## src/rtl/reg_writeback.sv

```systemverilog
// Register-file writeback initiator: merges ALU and LSU results into an in-order
// FIFO and drains it onto the regfile write port while the core is in its write phase.
module reg_writeback #(
  parameter int          DEPTH       = 4,
  parameter int          DATA_W      = 8,
  parameter int          ADDR_W      = 4,
  parameter int          RO_BASE     = 13,
  parameter logic [2:0]  WRITE_STATE = 3'b000
) (
  input  logic                     clk,
  input  logic                     reset,
  input  logic [2:0]               core_state,
  input  logic                     alu_valid,
  output logic                     alu_ready,
  input  logic [ADDR_W-1:0]        alu_rd,
  input  logic [DATA_W-1:0]        alu_data,
  input  logic                     lsu_valid,
  output logic                     lsu_ready,
  input  logic [ADDR_W-1:0]        lsu_rd,
  input  logic [DATA_W-1:0]        lsu_data,
  output logic                     reg_write_enable,
  output logic [ADDR_W-1:0]        rd_addr,
  output logic [DATA_W-1:0]        data_write,
  input  logic [ADDR_W-1:0]        pend_addr,
  output logic                     pend_hit,
  output logic                     ro_violation,
  output logic [$clog2(DEPTH):0]   count,
  output logic                     busy
);
  localparam int PTR_W = $clog2(DEPTH);
  localparam int CNT_W = PTR_W + 1;
  localparam logic [ADDR_W:0] RO_LIM = (ADDR_W+1)'(RO_BASE);

  typedef struct packed {
    logic [ADDR_W-1:0] rd;
    logic [DATA_W-1:0] data;
  } wb_entry_t;

  wb_entry_t        mem [DEPTH];
  wb_entry_t        in_e;
  logic [PTR_W-1:0] head, tail;
  logic             full, take_alu, take_lsu, accept, ro_hit, push, pop;

  // Ready is a function of occupancy only, so a draining full FIFO still stalls producers.
  assign full      = (count == CNT_W'(DEPTH));
  assign alu_ready = !full;
  assign lsu_ready = !full && !alu_valid;
  assign take_alu  = alu_valid && alu_ready;
  assign take_lsu  = lsu_valid && lsu_ready;
  assign accept    = take_alu || take_lsu;

  always_comb begin
    in_e = take_alu ? wb_entry_t'{alu_rd, alu_data} : wb_entry_t'{lsu_rd, lsu_data};
  end

  assign ro_hit = ({1'b0, in_e.rd} >= RO_LIM);
  assign push   = accept && !ro_hit;
  assign pop    = (core_state == WRITE_STATE) && (count != '0);
  assign busy   = (count != '0) || reg_write_enable;

  always_ff @(posedge clk) begin
    if (push && !reset) mem[tail] <= in_e;
  end

  always_ff @(posedge clk) begin
    if (reset) begin
      head             <= '0;
      tail             <= '0;
      count            <= '0;
      reg_write_enable <= 1'b0;
      rd_addr          <= '0;
      data_write       <= '0;
      ro_violation     <= 1'b0;
    end else begin
      ro_violation <= accept && ro_hit;
      if (push) tail <= tail + 1'b1;
      if (pop) begin
        head             <= head + 1'b1;
        reg_write_enable <= 1'b1;
        rd_addr          <= mem[head].rd;
        data_write       <= mem[head].data;
      end else begin
        reg_write_enable <= 1'b0;
      end
      case ({push, pop})
        2'b10:   count <= count + 1'b1;
        2'b01:   count <= count - 1'b1;
        default: count <= count;
      endcase
    end
  end

  // A slot is live if its distance from head is below the occupancy; popped entries are gone.
  always_comb begin
    logic [PTR_W-1:0] off;
    pend_hit = 1'b0;
    off      = '0;
    for (int j = 0; j < DEPTH; j++) begin
      off = PTR_W'(j) - head;
      if (({1'b0, off} < count) && (mem[j].rd == pend_addr)) pend_hit = 1'b1;
    end
  end
endmodule

```

## config.mk

```make
export PLATFORM = sky130hd
export DESIGN_NAME = reg_writeback
export DESIGN_NICKNAME = d
export VERILOG_FILES = /design/src/rtl/reg_writeback.sv
export SDC_FILE = /design/constraint.sdc
export NUM_CORES = 1
export LEC_CHECK = 0
export ABC_AREA = 0
export BUFFER_PORTS_ARGS = -buffer_cell sky130_fd_sc_hd__buf_2
export CAP_MARGIN = 20
export CORE_ASPECT_RATIO = 1.4
export CORE_MARGIN = 2
export CORE_UTILIZATION = 45
export CTS_BUF_LIST = sky130_fd_sc_hd__clkbuf_4 sky130_fd_sc_hd__clkbuf_8 sky130_fd_sc_hd__clkbuf_16
export DETAILED_ROUTE_END_ITERATION = 7
export PLACE_DENSITY = 0.71
export SETUP_SLACK_MARGIN = 0.02
export SYNTH_ARGS = -nofsm -noshare
export SYNTH_HDL_FRONTEND = slang
export SYNTH_SLANG_ARGS = --single-unit
```

## constraint.sdc

```tcl
create_clock -name clk -period 5.55 [get_ports clk]
set_input_delay 1.11 -clock clk [delete_from_list [all_inputs] [get_ports clk]]
set_output_delay 1.11 -clock clk [all_outputs]
set_load 0.01 [all_outputs]
```

Word level (Yosys, flattened, before mapping)

Memory sizes are Yosys's and may differ from the RTL's. A register that Yosys moved wholly into a read port is not among the register bits.
Index checks and enable logic that the tools add are counted.
W data, S select, Z words.

$add $sub $neg: 8
$lt $le $gt $ge: 5
Eq/ne operators: 7
Multiplexer cells: 9
Reductions and logical operators: 20

Operators by type and width:

| kind                  | number |
|---|---|
| $eq A4 B4 Y1          | 4 |
| $lt A2 B3 Y1          | 4 |
| $mux W12              | 1 |
| $logic_and A1 B1 Y1   | 11 |
| $mux W1               | 7 |
| $pmux W3 S2           | 1 |
| $add A2 B1 Y2 const B | 2 |
| $ge A4 B4 Y1 const B  | 1 |
| $logic_not A1 Y1      | 4 |
| $sub A1 B2 Y2 const A | 2 |
| $sub A2 B2 Y2 const A | 2 |
| $add A3 B1 Y3 const B | 1 |
| $eq A3 B3 Y1 const B  | 1 |
| $logic_not A3 Y1      | 1 |
| $reduce_bool A3 Y1    | 1 |
| $sub A3 B1 Y3 const B | 1 |
| $eq A2 B1 Y1 const B  | 1 |
| $eq A2 B2 Y1 const B  | 1 |
| $logic_or A1 B1 Y1    | 2 |
| $reduce_bool A2 Y1    | 1 |

Bits in registers: 9
Bits in writable memories: 48
Output and inout port bits: 21
Memories: 1

Memory list:

| name | depth | width | rd ports | clocked after Yosys merged registers in | write ports | line | RTL |
|---|---|---|---|---|---|---|---|
| mem  | 4     | 12    | 5        | 1                                       | 1           | 39   | `wb_entry_t mem [DEPTH];` |

Logic depth before layout (Yosys ltp)

Gate-level depths: netlist (run 1).

Word-level depth: 10
Gate-level depth with buffers: 10
Gate-level depth less buffers: 10

Worst setup path after synthesis (run 1)

OpenSTA, ideal clock, no wires.

Path kind: input to register
Start: input core_state[1]
End: register count[2]
Library setup time: 0.070 ns
Arrival time: 2.971 ns
Setup slack: 2.508 ns
Stages on the path: 10
Path buffers: 1
Cell sequence: nor3_1 nand2b_4 inv_1 buf_4 ha_1 inv_1 fa_1 xor2_1 or3_1 a21oi_1

Longest elaborated chain between the ends: 4

Ends and longest elaborated chain:

| item                                                     | line | RTL |
|---|---|---|
| from (decl)                                              | 12   | `input logic [2:0] core_state,` |
| $logic_not A3 Y1 *                                       | 58   | `assign pop = (core_state == WRITE_STATE) && (count != '0);` |
| $logic_and A1 B1 Y1 *                                    | 58   |  |
| via pop                                                  | 42   | `logic full, take_alu, take_lsu, accept, ro_hit, push, pop;` |
| $eq A2 B1 Y1 / $eq A2 B2 Y1 (equally long branches)      | 85   | `case ({push, pop})` |
| $pmux W3 S2 / $reduce_bool A2 Y1 (equally long branches) | --   |  |
| to (signal assigned)                                     | 86   | `2'b10: count <= count + 1'b1;` |
| to (signal assigned)                                     | 87   | `2'b01: count <= count - 1'b1;` |
| to (signal assigned)                                     | 88   | `default: count <= count;` |
| to (decl)                                                | 27   | `output logic [$clog2(DEPTH):0] count,` |

Mark *: on every way through the listed nets, which the timed path passes. The rest lies on a longest branch.
A chain may end at the register's enable or synchronous reset.

Worst setup path after layout (run 1)

Start: register head[1]
End: output pend_hit

Longest elaborated chain between the ends: 7

Ends and longest elaborated chain:

| item                   | line | RTL |
|---|---|---|
| from (decl)            | 41   | `logic [PTR_W-1:0] head, tail;` |
| from (signal assigned) | 78   | `head <= head + 1'b1;` |
| $sub A1 B2 Y2          | 99   | `off = PTR_W'(j) - head;` |
| $lt A2 B3 Y1           | 100  | `if (({1'b0, off} < count) && (mem[j].rd == pend_addr)) pend_hit = 1'b1;` |
| $logic_and A1 B1 Y1    | 100  |  |
| $mux W1 (3 in a row)   | 100  |  |
| $mux W1 *              | 100  |  |
| to (decl)              | 25   | `output logic pend_hit,` |

Every way passes the cells marked *; elsewhere a longest branch is shown, timed or not.

==> results by group, run 1 <==
Clock tree
  – Number of resized instances in the post-cts repair step: 0
  – Clock root cell: sky130_fd_sc_hd__clkbuf_8
  – Clk buf depth: 2
  – Source-to-sink clock delay at the later pin of the worst-skew pair: 0.34 ns
  – Number of buffers inserted to repair setup after CTS: 0
  – H-tree depth: 3
  – TritonCTS sink count: 69
  – TritonCTS clock tree: yes
  – Number of buffers created by CTS: 9
  – Number of buffers added to fix hold violations after cts: 0
  – Clock transition at the registers of the reported paths: 0.07 ns

Die
  – Std-Cell Core Area: 0.006937 mm²
  – Die X: 75.28 µm
  – Count of standard-cell rows: 36
  – Floorplan die height: 103.8 µm
  – Number of placed I/O pins: 56
  – Die Area: 0.007812 mm²
  – Initial cell density of the core: 46.14%

Timing
  – RSZ-0062 raised after global routing: no
  – Crit share post-route: 60.11%
  – Final critical path time including I/O delays and setup: 3.336 ns
  – Setup-violating endpoint count in the final report: 0
  – Largest clock skew in the final design: 0.006511 ns
  – Hold Vio Cnt, Final: 0
  – Tightest Pin Transition: 0.8206 ns
  – Final max-slew violation count: 0
  – Normalized max-slew margin: 45.22%
  – Final-layout setup total negative slack: 0 ns
  – F_max: 299.7 MHz

GRT
  – Met1 track demand over resource in global routing: 18.30%
  – Antenna violations before repair: 0
  – Remaining Overflow, GRT: 0
  – Global routing met3 resource utilization: 4.377%
  – Maximum number of pins on one net before global-route repair: 25
  – Wire length of the first global-routing pass: 9370 µm
  – Met2 global-route usage: 27.94%
  – Number of global-route vias before repair: 2050
  – Overall track demand over capacity in global routing: 16.29%
  – Top Usage Layer GRT: met2

Worst hold path
  – Min-Delay Startpoint: data_write[5]
  – Class of the most critical hold timing path: flop to flop

Setup path
  – Crit path DAT: 2.23 ns
  – CP peak stage delay: 0.86 ns
  – Critical Path Start Type: flop
  – Launching instance or port of the critical path: head[1]
  – CP required: 4.44 ns
  – Critical path's slowest cell: sky130_fd_sc_hd__dfxtp_1
  – Endpoint type of the worst setup path: primary output
  – Maximum fanout along the worst path: 16
  – Setup Crit Path Kind: flop to primary output
  – CP Cell Sequence: xnor2_1 > inv_1 > ha_1 > a21oi_1 > o21ai_0 > nand4_1 > buf_2
  – Worst reg2reg startpoint: count[0]

Logic synthesis
  – Largest cells by area after synthesis: sky130_fd_sc_hd__edfxtp_1 (45%), sky130_fd_sc_hd__dfxtp_1 (13%), sky130_fd_sc_hd__mux4_2 (8.4%)
  – Syn_nets: 277
  – Post-synthesis sequential area ratio: 58.17%
  – Top-area cell type share of the netlist area: 45.04%
  – Post-Synthesis Mean Instance Area: 13.80 µm²
  – Number of different library cells in the post-synthesis netlist: 37
  – Netlist Area Pre-Place: 0.003201 mm²
  – Biggest area consumer among synthesized cells: sky130_fd_sc_hd__edfxtp_1
  – Commonest cells post-synth: sky130_fd_sc_hd__edfxtp_1 (48), sky130_fd_sc_hd__nand2_1 (25), sky130_fd_sc_hd__dfxtp_1 (21)
  – #FFs+latches synth: 69
  – Synth async-reset ratio: 0%
  – EDFF count, synth: 48
  – Post-Syn Instances: 232
  – Cell with the most instances after synthesis: sky130_fd_sc_hd__edfxtp_1
  – Dominant register cell in the synthesized netlist: sky130_fd_sc_hd__edfxtp_1
  – Ys Warns: 0

Power and ir drop
  – Clock network power share: 39.4%
  – Switching share of total power: 23.21%
  – Power after layout: 1243 µW
  – Flop pwr share: 47.9%
  – Maximum VDD drop: 0.0001377 V
  – Leakage power figure: 0.001460 µW
  – Total power density per cell area: 328.7 mW/mm²
  – Portion of total power attributed to combinational logic: 12.7%
  – Switch Pwr: 288.6 µW
  – Design internal power: 954.4 µW

Final layout
  – Fraction of layout instances using a drive strength above 1: 34.12%
  – Nets: 336
  – Area growth from synthesis to final layout: 18.14%
  – Antenna Cells: 0

Detailed routing
  – Router iterations before antenna repair: 4
  – DRT iter0 DRCs: 91
  – Detail-routed net length per standard cell: 14.76 µm
  – Post-detailed-route count of antenna-violating nets: 0
  – Total wirelength of the detailed-routed design: 5770 µm
  – Remaining routing DRC violations: 0
  – Vias: 1949
  – Average via count per standard cell: 4.985

Run
  – Number of max-cap violations: 0

Run status
  – Run status: finished clean

Placed design
  – Weighted congestion reported at the end of routability-driven placement: 0.7937
  – Dpl hpwl: 4220 µm
  – IO buf count: 55
## final timing paths
path	cells after the start	end	slack (ns)
min	2	data_write[5]	0.46
min reg2reg	2	data_write[5]	0.46
max	7	pend_hit	2.21
max reg2reg	9	count[2]	2.99
## metal layers
metal / vias to the layer above / wire [µm]
li1: 954 / -
met1: 929 / 2223
met2: 57 / 3128
met3: 9 / 299
met4: 0 / 118
met5: - / 0
## critical path, delay by kind of cell (launching register included)
family	cells	cell delay (ns)
flops	1	0.86
fa+ha+maj	1	0.27
xor+xnor	1	0.23
buf+inv	2	0.22
compound gates	2	0.18
simple gates	1	0.11
## logic make-up (layout without fill, tap and decap cells)
family,after synthesis,after routing,synth area share (%)
buffers and inverters,18,82,3.323
multiplexers,26,26,14.50
flip-flops,69,69,58.17
AND/OR/NAND/NOR,60,60,9.304
adder cells (fa/ha/maj),10,10,4.144
XOR/XNOR,21,21,5.747
AO/OA/AOI/OAI,28,28,4.809
## through the flow
stage	cell area (µm²)	utilization [%]	setup slack [ns]	std cells	hold WS, ns
after global placement	3536	50.97	2.200	375	0.4412
final	3781	54.51	2.214	391	0.4552
after CTS	3781	54.51	2.168	391	0.4542
after global routing	3781	54.51	2.041	391	0.4750
after floorplan	3201	-	2.508	232	0.4805
after detailed placement	3536	50.97	2.073	375	0.4435
## cells in the final DEF, fill, tap and decap left out, drive strengths merged, types with 2 or more instances in the layout
cell type,netlist,final
buf,6,56
edfxtp,48,48
nand2,26,26
dfxtp,21,21
a21oi,18,18
xor2,18,18
mux2,13,13
nor2,12,12
mux4,12,12
inv,10,11
ha,9,9
clkbuf,2,9
o21ai,5,5
and2,5,5
nand2b,5,5
nor4,4,4
nor3,3,3
xnor2,3,3
bufinv,0,3
clkinv,0,3
o211ai,2,2
## power groups by stage
stage          clock network, µW  logic, µW  registers [µW]
4_1_cts                      499        161             596
3_5_place_dp                   0        160             608
3_3_place_gp                   0        156             606
6_report                     489        158             596
2_1_floorplan                  0        110             606
5_1_grt                      522        178             599
## state kept, by name, indices dropped and copies added, names as in the netlist
signal / flops
mem: 48
head: 2
rd_addr: 4
count: 3
ro_violation: 1
reg_write_enable: 1
tail: 2
data_write: 8
## final cells by class
type                            count  area, µm²
Fill cell                         609       3156
Sequential cell                    69       1862
Multi-Input combinational cell    145       1232
Timing Repair Buffer               56      282.8
Clock buffer                        9      123.9
Clock inverter                      7      121.4
Tap cell                           95      118.9
Inverter                           10      40.04
(Power assumes the default switching activity.)
==> inputs of run 2 (changes only) <==
- PLACE_DENSITY: 0.71 -> 0.74
- clock period: 5.55 -> 2.9 ns (I/O delays scaled with it)
==> results by group, run 2 (synthesized netlist as in run 1, its figures left out) <==
Run status
  – Run status: finished clean

Timing
  – Tightest Pin Transition: 0.6332 ns
  – Crit share post-route: 87.86%
  – RSZ-0062 raised after global routing: no
  – Final-layout setup total negative slack: 0 ns
  – Final critical-path setup slack: 0.3521 ns
  – Hold Vio Cnt, Final: 0
  – Final critical path time including I/O delays and setup: 2.548 ns
  – Setup-violating endpoint count in the final report: 0
  – Normalized max-slew margin: 57.79%
  – F_max: 392.5 MHz
  – Final max-slew violation count: 0
  – Largest clock skew in the final design: 0.009309 ns

Clock tree
  – Clk buf depth: 2
  – Clock transition at the registers of the reported paths: 0.07 ns
  – TritonCTS clock tree: yes
  – Number of buffers created by CTS: 9
  – Source-to-sink clock delay at the later pin of the worst-skew pair: 0.33 ns
  – Clock root cell: sky130_fd_sc_hd__clkbuf_8
  – TritonCTS sink count: 69
  – Number of buffers added to fix hold violations after cts: 0
  – Number of buffers inserted to repair setup after CTS: 0
  – Number of resized instances in the post-cts repair step: 0
  – H-tree depth: 3

Final layout
  – Nets: 339
  – Area of the multi-input gates: 0.001232 mm²
  – Largest register by flop count: mem
  – Utilization after layout: 54.18%
  – Max FFs per register: 48
  – Most frequent standard cell in the layout excluding fill and tap cells: sky130_fd_sc_hd__buf_2
  – Commonest cells after routing, fill and taps aside: sky130_fd_sc_hd__buf_2 (55), sky130_fd_sc_hd__edfxtp_1 (48), sky130_fd_sc_hd__nand2_1 (25)
  – Largest registers ranked by flip-flop count: mem: 48 flops, data_write: 8 flops, rd_addr: 4 flops
  – Fraction of layout instances using a drive strength above 1: 34.78%
  – Antenna Cells: 0
  – Area growth from synthesis to final layout: 17.44%
  – Register Area: 0.001862 mm²
  – Filler instances: 604

GRT
  – Number of global-route vias before repair: 1955
  – Antenna violations before repair: 0
  – Remaining Overflow, GRT: 0
  – Overall track demand over capacity in global routing: 15.81%
  – Wire length of the first global-routing pass: 9073 µm
  – Maximum number of pins on one net before global-route repair: 25

Power and ir drop
  – Leakage power figure: 0.001453 µW
  – Total power density per cell area: 582.4 mW/mm²
  – Maximum VDD drop: 0.0003263 V

Detailed routing
  – Remaining routing DRC violations: 0
  – Average via count per standard cell: 4.944
  – DRT iter0 DRCs: 65
  – Detail-routed net length per standard cell: 14.40 µm
  – Post-detailed-route count of antenna-violating nets: 0
  – Vias: 1948
  – Router iterations before antenna repair: 4
  – Total wirelength of the detailed-routed design: 5674 µm

Worst hold path
  – Min-Delay Startpoint: data_write[0]
  – Class of the most critical hold timing path: flop to flop

Placed design
  – Worst setup slack before clock tree synthesis: 0.3101 ns
  – Weighted congestion reported at the end of routability-driven placement: 0.8145
  – Dpl hpwl: 4171 µm
  – IO buf count: 55

Setup path
  – Critical Path Start Type: flop
  – Critical path's slowest cell: sky130_fd_sc_hd__dfxtp_1
  – Launching instance or port of the critical path: head[1]
  – Setup Crit Path Kind: flop to primary output
  – Crit path DAT: 1.97 ns
  – Maximum fanout along the worst path: 8
  – Category of cells accounting for the largest share of critical-path delay: flip-flops
  – CP Cell Sequence: xnor2_1 > inv_1 > ha_1 > a21oi_1 > o21ai_0 > nand4_1 > buf_2
  – Worst reg2reg startpoint: count[2]
  – CP required: 2.32 ns
  – Buf+Inv Stages, Crit Path: 2
  – Endpoint type of the worst setup path: primary output
  – CP peak stage delay: 0.57 ns

Die
  – Initial cell density of the core: 46.14%
  – Floorplan die height: 103.8 µm
  – Count of standard-cell rows: 36
  – Number of placed I/O pins: 56
  – Std-Cell Core Area: 0.006937 mm²
  – Die X: 75.28 µm
  – Die Area: 0.007812 mm²

Run
  – Number of max-cap violations: 0
[run 2: changes by cell type in the layout (fill, tap and decap cells not counted), sizes merged]
cell / before / now
clkbuf: 9 / 12
bufinv: 3 / 0
clkinvlp: 0 / 1
inv: 11 / 10
buf: 56 / 59
[run 2: metal layers]
layer | routed length, µm | GRT usage, % | up-vias
met5 | 0 | 0 | -
met4 | 200 | 9.398 | 0
met3 | 251 | 3.794 | 15
met2 | 2859 | 25.38 | 56
met1 | 2363 | 18.64 | 915
li1 | - | - | 962
[run 2: final timing paths]
kind,end,slack (ns),cells after the start
worst max-delay path,pend_hit,0.35,7
worst min-delay path,data_write[0],0.45,2
worst max register to register,count[2],0.67,9
worst min register to register,data_write[0],0.45,2
[run 2: worst reg2reg max path, stage by stage, from the launching register on]
cell,delay (ns)
sky130_fd_sc_hd__dfxtp_1,0.48
sky130_fd_sc_hd__and2_4,0.25
sky130_fd_sc_hd__nor2_1,0.09
sky130_fd_sc_hd__inv_1,0.10
sky130_fd_sc_hd__ha_1,0.18
sky130_fd_sc_hd__inv_1,0.06
sky130_fd_sc_hd__fa_1,0.38
sky130_fd_sc_hd__xor2_1,0.16
sky130_fd_sc_hd__or3_1,0.31
sky130_fd_sc_hd__a21oi_1,0.14
[run 2: cell type report]
| class | instances | share of cell area, % |
|---|---|---|
| flip-flops and latches | 69 | 49.53 |
| repair buffers | 59 | 8.123 |
| multi-input cells | 145 | 32.79 |
| inverters | 10 | 1.065 |
| well taps | 95 | 3.162 |
| clock buffers | 12 | 4.527 |
| clock inverters | 4 | 0.7989 |
[run 2: per-stage QoR]
| stage | cell area (µm²) | std cells | power [µW] | hold WS (ns) |
|---|---|---|---|---|
| finish | 3759 | 394 | 2189 | 0.4539 |
| global route | 3759 | 394 | 2285 | 0.4764 |
| CTS | 3759 | 394 | 2217 | 0.4549 |
| detailed placement | 3558 | 378 | 1468 | 0.4457 |
| global placement | 3558 | 378 | 1458 | 0.4425 |
| floorplan | 3201 | 232 | 1371 | 0.4805 |
[run 2: where the power goes]
part,internal [µW],total [µW],switching (µW)
Clock,397,746,350
Combinational,143,303,160
Sequential,1110,1140,29.2
